File: config.mk
export PLATFORM = sky130hd
export DESIGN_NAME = decoder_scan
export DESIGN_NICKNAME = d
export VERILOG_FILES = /design/src/rtl/decoder_scan.sv
export SDC_FILE = /design/constraint.sdc
export NUM_CORES = 1
export LEC_CHECK = 0
export CORE_MARGIN = 10
export CORE_UTILIZATION = 25
export CTS_CLUSTER_DIAMETER = 150
export DETAILED_ROUTE_END_ITERATION = 10
export PLACE_DENSITY = 0.47
export RECOVER_POWER = 50
export SLEW_MARGIN = 20
export SYNTH_ARGS = -nofsm -noshare
export SYNTH_HDL_FRONTEND = slang
export SYNTH_SLANG_ARGS = --single-unit
export TNS_END_PERCENT = 20
File: constraint.sdc
create_clock -name clk -period 4.9 [get_ports clk]
set_clock_uncertainty 0.15 [all_clocks]
set_input_delay 1.47 -clock clk [delete_from_list [all_inputs] [get_ports clk]]
set_output_delay 1.47 -clock clk [all_outputs]
set_load 0.01 [all_outputs]
File: src/rtl/decoder_scan.sv
// decoder_scan: SEL_W-to-2**SEL_W one-hot select decoder with registered outputs
// and an auto-scan sequencer for multiplexed digits or row strobes.
//   mode=0 (manual): decodes an index latched by the load strobe.
//   mode=1 (scan)  : steps through every output, holding each for DWELL clocks.
// Optional build macro BLANK_GAP_EN: every index change shows one all-inactive
// clock on out before the new select appears (anti-ghosting).
module decoder_scan #(
    parameter int SEL_W      = 2,
    parameter int DWELL      = 50000,
    parameter int ACTIVE_LOW = 1
) (
    input  logic                  clk,
    input  logic                  rst,
    input  logic                  en,
    input  logic                  mode,
    input  logic [SEL_W-1:0]      sel_in,
    input  logic                  load,
    output logic [2**SEL_W-1:0]   out,
    output logic [SEL_W-1:0]      idx,
    output logic                  tick
);

    localparam int N_OUT = 2**SEL_W;
    localparam int CNT_W = $clog2(DWELL) + 1;
    localparam logic [CNT_W-1:0] CNT_LAST = CNT_W'(DWELL - 1);
    localparam logic [N_OUT-1:0] OUT_IDLE = (ACTIVE_LOW != 0) ? '1 : '0;

    typedef enum logic [1:0] {
        ST_OFF,
        ST_MAN,
        ST_SCAN
    } state_t;

    state_t             state, state_nx;
    logic [CNT_W-1:0]   cnt, cnt_nx;
    logic [SEL_W-1:0]   idx_nx;
    logic               tick_nx;
    logic [N_OUT-1:0]   out_nx;
    logic [N_OUT-1:0]   onehot;

    // Next state, next index/counter/tick and the registered output image.
    always_comb begin
        // NOTE: every signal gets a default first so no path leaves it unassigned (no latches).
        state_nx = state;
        idx_nx   = idx;
        cnt_nx   = cnt;
        tick_nx  = 1'b0;
        onehot   = '0;
        out_nx   = OUT_IDLE;

        if (!en) begin
            state_nx = ST_OFF;
        end else if (mode) begin
            state_nx = ST_SCAN;
        end else begin
            state_nx = ST_MAN;
        end

        unique case (state_nx)
            ST_OFF: begin
                // Index and dwell count stay frozen so scan can resume in place.
            end
            ST_MAN: begin
                cnt_nx = '0;
                if (load) begin
                    idx_nx = sel_in;
                end
            end
            ST_SCAN: begin
                if (state == ST_SCAN) begin
                    if (cnt == CNT_LAST) begin
                        cnt_nx  = '0;
                        idx_nx  = idx + 1'b1;
                        tick_nx = 1'b1;
                    end else begin
                        cnt_nx = cnt + 1'b1;
                    end
                end else if (state == ST_MAN) begin
                    // Entering scan from manual restarts the dwell at the current index.
                    cnt_nx = '0;
                end
                // Entering from OFF keeps the remaining dwell count.
            end
            default: begin
                state_nx = ST_OFF;
            end
        endcase

        if (state_nx != ST_OFF) begin
            onehot[idx_nx] = 1'b1;
            out_nx = (ACTIVE_LOW != 0) ? ~onehot : onehot;
`ifdef BLANK_GAP_EN
            if (idx_nx != idx) begin
                out_nx = OUT_IDLE;
            end
`endif
        end
    end

    // State, index, counter and outputs register together with synchronous reset.
    always_ff @(posedge clk) begin
        // NOTE: sequential state uses non-blocking assignments so all registers update as one edge.
        if (rst) begin
            state <= ST_OFF;
            idx   <= '0;
            cnt   <= '0;
            tick  <= 1'b0;
            out   <= OUT_IDLE;
        end else begin
            state <= state_nx;
            idx   <= idx_nx;
            cnt   <= cnt_nx;
            tick  <= tick_nx;
            out   <= out_nx;
        end
    end

endmodule
==> Word level (Yosys, flattened, before mapping) <==
Cells that the tools add are included.
Widths: inputs -> output; s select.
{ "word_totals": {"register_bits": 26, "input_bits": 7, "output_inout_bits": 7, "wordCells": 41} }
{ "op_classes": {"addsub": 2, "n_lt_le_gt_ge": 2, "n_eq_ne": 6, "muxes": 14, "bitwise_logic": 4, "n_reduce_logical": 8} }
{ "ops": {"columns": ["op", "n"], "rows": [
  ["$mux 17", 3],
  ["$pmux 17 s2", 1],
  ["$add 17x1->17 const B", 1],
  ["$eq 17x16->1 const B", 1],
  ["$mux 2", 6],
  ["$reduce_or 3->1", 2],
  ["$eq 2x1->1 const B", 2],
  ["$eq 2x2->1 const B", 2],
  ["$not 4->4", 1],
  ["$pmux 2 s2", 1],
  ["$reduce_bool 2->1", 2],
  ["$lt 2x3->1 const B", 1],
  ["$ne 3x3->1 const B", 1],
  ["$not 1->1", 3],
  ["$add 2x1->2 const B", 1],
  ["$demux 1 s2", 1],
  ["$ge 2x1->1 const B", 1],
  ["$logic_not 2->1", 1],
  ["$mux 1", 2],
  ["$reduce_and 2->1", 1],
  ["$reduce_or 2->1", 1],
  ["$logic_and 1x1->1", 1]
]} }

==> Longest topological paths before layout <==
Gate-level depths: netlist of the first run.
{ "logic_depth": {"ltp_word": 9, "mapped_depth": 8} }

==> Worst setup path before layout of the first run <==
OpenSTA, ideal clock, no wires.
{ "synth_timing": {"kind": "input to register", "start": "input en", "end": "register cnt[15]", "setup_time_ns": 0.117, "arrival_ns": 2.647, "setup_slack_ns": 1.986, "cell_stages": 6, "path_cell_list": "a21bo_1 > buf_2 > or4_1 > nor2_1 > xnor2_1 > nor2_1"} }
{ "synth_via": {"elab_chain_cells": 4} }
{ "synth_lines": {"columns": ["item", "line_no", "rtl"], "rows": [
  ["start, declared", "14", "input logic en,"],
  ["$mux 2 *", "51", "if (!en) begin"],
  ["$eq 2x2->1 / $eq 2x1->1 (equally long branches)", "59", "unique case (state_nx)"],
  ["$ne 3x3->1 (no line) / $reduce_bool 2->1 (equally long branches)", null, null],
  ["$reduce_and 2->1 (no line)", null, null],
  ["end signal, assigned", "112", "cnt <= cnt_nx;"],
  ["end, declared", "35", "logic [CNT_W-1:0] cnt, cnt_nx;"]
]} }
Mark *: on every way between the ends. The rest lies on a longest branch, timed or not.
A chain may end at the register's enable or synchronous reset.

==> Worst setup path after layout of the first run <==
{ "layout_timing": {"start": "input en", "end": "register cnt[9]"} }
The elaborated chain is that of the path after synthesis.

==> impl_metrics.py, run 1 <==
metrics = {
    "synth": {
        "syn-num-nets": 166,
        "yosysWarnings": 0,
        "seq_area_frac_synth": 0.405,
        "netlist_area_um2": 1280,
        "async_flop_share": 0,
        "netlist_top_cells_area": "dfxtp_1 (41%), nor2_1 (6.1%), nand2_1 (5.8%)",
        "ys.flop_type": "dfxtp_1",
        "synthDistinctLibCells": 38,
        "syn_inst": 157,
        "synth-seq-cells": 26,
        "yosys.area.top_type": "dfxtp_1",
        "synth_most_common_cell": "dfxtp_1",
        "synth_common_cells": "dfxtp_1 (26), nor2_1 (21), nand2_1 (20)",
        "yosys.area.top_type_share": 0.405,
        "synth_edf_count": 0,
        "synth_area_per_cell_um2": 8.18,
    },
    "place": {
        "dp_cells": 234,
        "io_buffers": 13,
        "post-place-ws_ns": 1.04,
        "routabilityCongestion": 0.881,
        "hpwl_um": 2200,
    },
    "sta": {
        "max_slew_margin": 0.610,
        "min_period_ns": 3.66,
        "worst_pin_slew_ns": 0.580,
        "slew_violations": 0,
        "setup_viol": 0,
        "fmax_mhz": 273,
        "min_period_over_period": 0.747,
        "worst_slack_ns": 1.24,
        "fin_setup_tns_ns": 0,
        "rsz0062_at_grt": "no",
        "holdWs_ns": 0.349,
        "finalHoldViolations": 0,
    },
    "worst_setup_path": {
        "worst_ep_arrival_time_ns": 3.71,
        "slowest_delay_ns": 0.75,
        "cp_cell_sequence": "dlygate4sd3_1 -> a21bo_1 -> or2_1 -> or3_1 -> or3_1 -> a31oi_1",
        "path_max_fanout": 12,
        "crit_path_top_delay_cell": "dlygate4sd3_1",
        "required_ns": 4.95,
        "cp_common_cell": "or3_1",
        "endpoint_kind": "flop",
        "critPathKind": "in -> reg",
        "startpoint_type": "input port",
    },
    "grt": {
        "grt_pass1_vias": 1093,
        "antenna_found_initial": 0,
        "grt_pass1_wl_um": 5030,
        "grt_max_degree": 15,
        "grtUsageTotal": 0.0718,
        "grt-ovfl-total": 0,
    },
    "routing": {
        "routedWlPerCell_um": 12.4,
        "ant_nets": 0,
        "vias": 1122,
        "drt-pass1-iter-count": 4,
        "wl_um": 2960,
        "drt-initial-drc-count": 39,
        "drc": 0,
        "routed_via_density": 4.71,
    },
    "floorplan": {
        "core_area_um2": 5040,
        "ios": 14,
        "start_util": 0.255,
        "rows": 26,
        "die_y_um": 91.7,
        "die_x_um": 91.7,
        "dieArea_um2": 8410,
    },
    "clock_tree": {
        "htree_levels": 1,
        "postCtsHoldBufs": 0,
        "cts.sinks": 26,
        "cts_tree": "built",
        "clkSlewWorstSetupHoldPaths_ns": 0.09,
        "post_cts_buffers": 0,
        "cts_buffer_depth": 2,
        "clk_latency_ns": 0.27,
        "cts.repair.resized": 0,
        "clk_root_buffer_cell": "clkbuf_8",
        "cts_buffers": 3,
    },
    "finish": {
        "layout.nets": 178,
        "fin_cells": 238,
        "syn_to_final_growth_pct": 18.2,
        "fin_util": 0.301,
        "num_antenna_cells": 0,
        "drive_gt1_frac": 0.0298,
        "n_fill_cell": 544,
    },
    "min_path": {
        "hp-class": "reg -> reg",
    },
    "job": {
        "max_cap_violations": 0,
    },
    "power_and_ir_drop": {
        "power.leakage_uw": 0.000489,
        "max-vdd-ir-drop_mv": 0.147,
        "pwr_density_cell_nw_per_um2": 253,
    },
    "status": {
        "status": "completed",
    },
}
[cell usage in the layout, fill, tap and decap left out, types with 3 or more instances in the layout]
cell	instances
nand3_1	13
dfxtp_1	26
nand2_1	20
or3_1	4
nor2b_1	5
a21oi_1	5
clkbuf_8	4
nand3b_1	3
nor3_1	5
o21ai_0	4
nor2_1	21
nand2b_1	4
xnor2_1	7
clkdlybuf4s50_1	4
nand4_1	5
dlygate4sd3_1	9
xor2_1	4
[cells by family (layout without fill, tap and decap cells)]
family / after synthesis / count (layout) / synth area share
AO/OA/AOI/OAI: 16 / 16 / 0.0808
XOR/XNOR: 11 / 11 / 0.0750
adder cells (fa/ha/maj): 2 / 2 / 0.0195
buffers and inverters: 7 / 18 / 0.0302
flip-flops: 26 / 26 / 0.405
multiplexers: 2 / 2 / 0.0156
AND/OR/NAND/NOR: 93 / 93 / 0.374
[area by class of cell]
cell class / instances / area (um^2) / area share
Tap cell: 70 / 87.6 / 0.0577
Inverter: 1 / 3.75 / 0.00247
Sequential cell: 26 / 520 / 0.343
Timing Repair Buffer: 13 / 130 / 0.0857
Clock buffer: 4 / 55.1 / 0.0362
Multi-Input combinational cell: 124 / 722 / 0.475
[power by group]
part | leakage (uW) | internal [uW] | switching [uW] | total, uW
clock network | 0.0000288 | 71.9 | 67.6 | 140
logic | 0.000250 | 12.4 | 17.3 | 29.6
registers | 0.000210 | 214 | 1.37 | 215
[stage by stage]
| step | area, um^2 | total power [uW] |
|---|---|---|
| 6_report | 1520 | 384 |
| 3_5_place_dp | 1470 | 251 |
| 3_3_place_gp | 1470 | 251 |
| 5_1_grt | 1520 | 402 |
| 2_1_floorplan | 1280 | 238 |
| 4_1_cts | 1520 | 390 |
[worst max-delay path: cells and delay by family]
kind	cells	cell delay [ns]
AO/OA/AOI/OAI	2	0.52
AND/OR/NAND/NOR	3	0.96
buffers and inverters	1	0.75
[state kept, by name, indices dropped and copies added (netlist names)]
name   flops
out        4
cnt       17
idx        2
state      2
tick       1
[final timing paths]
path	cells after the start	start	to	slack, ns
setup / recovery	6	en	cnt[9]	1.24
hold / removal	2	cnt[16]	cnt[16]	0.35
setup reg to reg	6	cnt[0]	out[0]	2.56
hold reg to reg	2	cnt[16]	cnt[16]	0.35
[routing by layer]
| metal | share of wire | global-route usage | up-vias |
|---|---|---|---|
| li1 | - | - | 573 |
| met1 | 0.47 | 0.0818 | 520 |
| met2 | 0.45 | 0.118 | 27 |
| met3 | 0.067 | 0.0359 | 2 |
| met4 | 0.0047 | 0.0154 | 0 |
| met5 | 0 | 0 | - |
No activity file was read; power rests on OpenSTA's default activity.
==> run 2: changes to the inputs <==
==> constraint.sdc (replaced) <==
create_clock -name clk -period 3.43 [get_ports clk]
set_clock_uncertainty 0.15 [all_clocks]
set_input_delay 1.029 -clock clk [delete_from_list [all_inputs] [get_ports clk]]
set_output_delay 1.029 -clock clk [all_outputs]
set_load 0.01 [all_outputs]
==> run 2 against run 1 <==
  * Sequential power rose by 43%
  * Sequential share of layout area is 0.50 points lower
  * Final cell count rose by 1.7%
==> impl_metrics.py, run 2 (synthesis gave the netlist of run 1 again) <==
metrics = {
    "status": {
        "status": "completed",
    },
    "sta": {
        "worst_slack_ns": 0.413,
        "setup_viol": 0,
        "max_slew_margin": 0.578,
        "finalHoldViolations": 0,
        "worst_pin_slew_ns": 0.627,
        "rsz0062_at_grt": "no",
        "min_period_over_period": 0.879,
        "fmax_mhz": 331,
        "slew_violations": 0,
        "min_period_ns": 3.02,
        "fin_setup_tns_ns": 0,
    },
    "finish": {
        "reg_top3": "cnt x17, out x4",
        "final_cell_mix": "dfxtp_1 (26), nor2_1 (21), nand2_1 (20)",
        "drive_gt1_frac": 0.0407,
        "layout.nets": 182,
        "fin_cells": 242,
        "num_antenna_cells": 0,
        "fin_util": 0.306,
        "largest_register_ffs": 17,
        "top_register": "cnt",
        "final_common_cell": "dfxtp_1",
        "syn_to_final_growth_pct": 20.0,
    },
    "power_and_ir_drop": {
        "switching_share": 0.223,
        "max-vdd-ir-drop_mv": 0.151,
        "combPwrFrac": 0.082,
        "p_seq_frac": 0.558,
        "internal-power_uw": 428,
        "switchingPower_uw": 123,
        "pwr_density_cell_nw_per_um2": 357,
        "p_total_uw": 551,
        "power.leakage_uw": 0.000501,
        "clkPwrFrac": 0.360,
    },
    "floorplan": {
        "die_y_um": 91.7,
        "die_x_um": 91.7,
        "core_area_um2": 5040,
        "ios": 14,
        "start_util": 0.255,
        "rows": 26,
        "dieArea_um2": 8410,
    },
    "grt": {
        "antenna_found_initial": 0,
        "grtUsageTotal": 0.0787,
        "grt_pass1_vias": 1165,
        "grt_pass1_wl_um": 5510,
        "grt_max_degree": 15,
        "grt-ovfl-total": 0,
    },
    "min_path": {
        "hp-class": "reg -> reg",
    },
    "place": {
        "routabilityCongestion": 0.851,
        "dp_cells": 238,
        "hpwl_um": 2340,
        "io_buffers": 13,
        "post-place-ws_ns": 0.322,
    },
    "clock_tree": {
        "cts.repair.resized": 0,
        "clkSlewWorstSetupHoldPaths_ns": 0.09,
        "cts_buffer_depth": 2,
        "clk_latency_ns": 0.27,
        "postCtsHoldBufs": 0,
        "post_cts_buffers": 0,
        "clk_root_buffer_cell": "clkbuf_8",
        "htree_levels": 1,
        "cts_buffers": 3,
        "cts_tree": "built",
        "cts.sinks": 26,
    },
    "routing": {
        "routedWlPerCell_um": 12.8,
        "drt-initial-drc-count": 72,
        "ant_nets": 0,
        "wl_um": 3090,
        "drc": 0,
        "vias": 1145,
        "drt-pass1-iter-count": 4,
        "routed_via_density": 4.73,
    },
    "worst_setup_path": {
        "cp_common_cell": "or3_1",
        "slowest_delay_ns": 0.54,
        "critPathTopFamily": "buffers and inverters",
        "endpoint_kind": "flop",
        "worst_ep_arrival_time_ns": 3.02,
        "worst-path-buf-inv": 2,
        "path_max_fanout": 11,
        "crit_path_top_delay_cell": "dlygate4sd3_1",
        "cp_cell_sequence": "dlygate4sd3_1 -> clkbuf_1 -> nand2_1 -> or3_1 -> mux2i_1 -> a211oi_1 -> or3_1",
        "startpoint_type": "input port",
        "critPathKind": "in -> reg",
        "required_ns": 3.44,
    },
    "job": {
        "max_cap_violations": 0,
    },
}
## run 2: metal layers
metal	track usage	wire length, um	up-vias
met2	0.123	1420	28
met3	0.0407	266	8
met1	0.0909	1350	529
met4	0.0270	53	0
li1	-	-	580
met5	0	0	-
## run 2: cell type report
type	instances	area, um^2
multi-input cells	124	722
inverters	1	3.75
clock buffers	4	55.1
flip-flops and latches	26	520
repair buffers	17	153
fillers	545	3500
well taps	70	87.6
## run 2: power groups by stage
stage          clock (uW)  sequential [uW]  combinational [uW]
2_1_floorplan           0              315                25.0
3_3_place_gp            0              314                48.4
3_5_place_dp            0              314                48.8
4_1_cts               206              307                48.9
5_1_grt               219              308                51.6
6_report              198              307                45.4
## run 2: worst paths after layout
| kind | start | end | slack (ns) | cells after the start |
|---|---|---|---|---|
| worst max-delay path | mode | out[3] | 0.41 | 7 |
| worst min-delay path | cnt[16] | cnt[16] | 0.35 | 2 |
| worst max register to register | cnt[0] | out[1] | 1.03 | 6 |
| worst min register to register | cnt[16] | cnt[16] | 0.35 | 2 |
## run 2: through the flow
step / area (um^2) / hold WS [ns]
2_1_floorplan: 1280 / 0.320
3_3_place_gp: 1500 / 0.341
3_5_place_dp: 1500 / 0.350
4_1_cts: 1550 / 0.361
5_1_grt: 1540 / 0.378
6_report: 1540 / 0.347
## run 2: worst min-delay path, cell delays in order, from the launching register on
cell     delay, ns
dfxtp_1       0.34
nand2_1       0.06
a21oi_1       0.06
==> run 3: changes to the inputs <==
--- a/config.mk
+++ b/config.mk
@@ -5,6 +5,7 @@
 export SDC_FILE = /design/constraint.sdc
 export NUM_CORES = 1
 export LEC_CHECK = 0
+export CAP_MARGIN = 40
 export CORE_MARGIN = 10
 export CORE_UTILIZATION = 25
 export CTS_CLUSTER_DIAMETER = 150
==> results of run 3 <==
Final layout, timing and power as in run 2 (identical DEF).
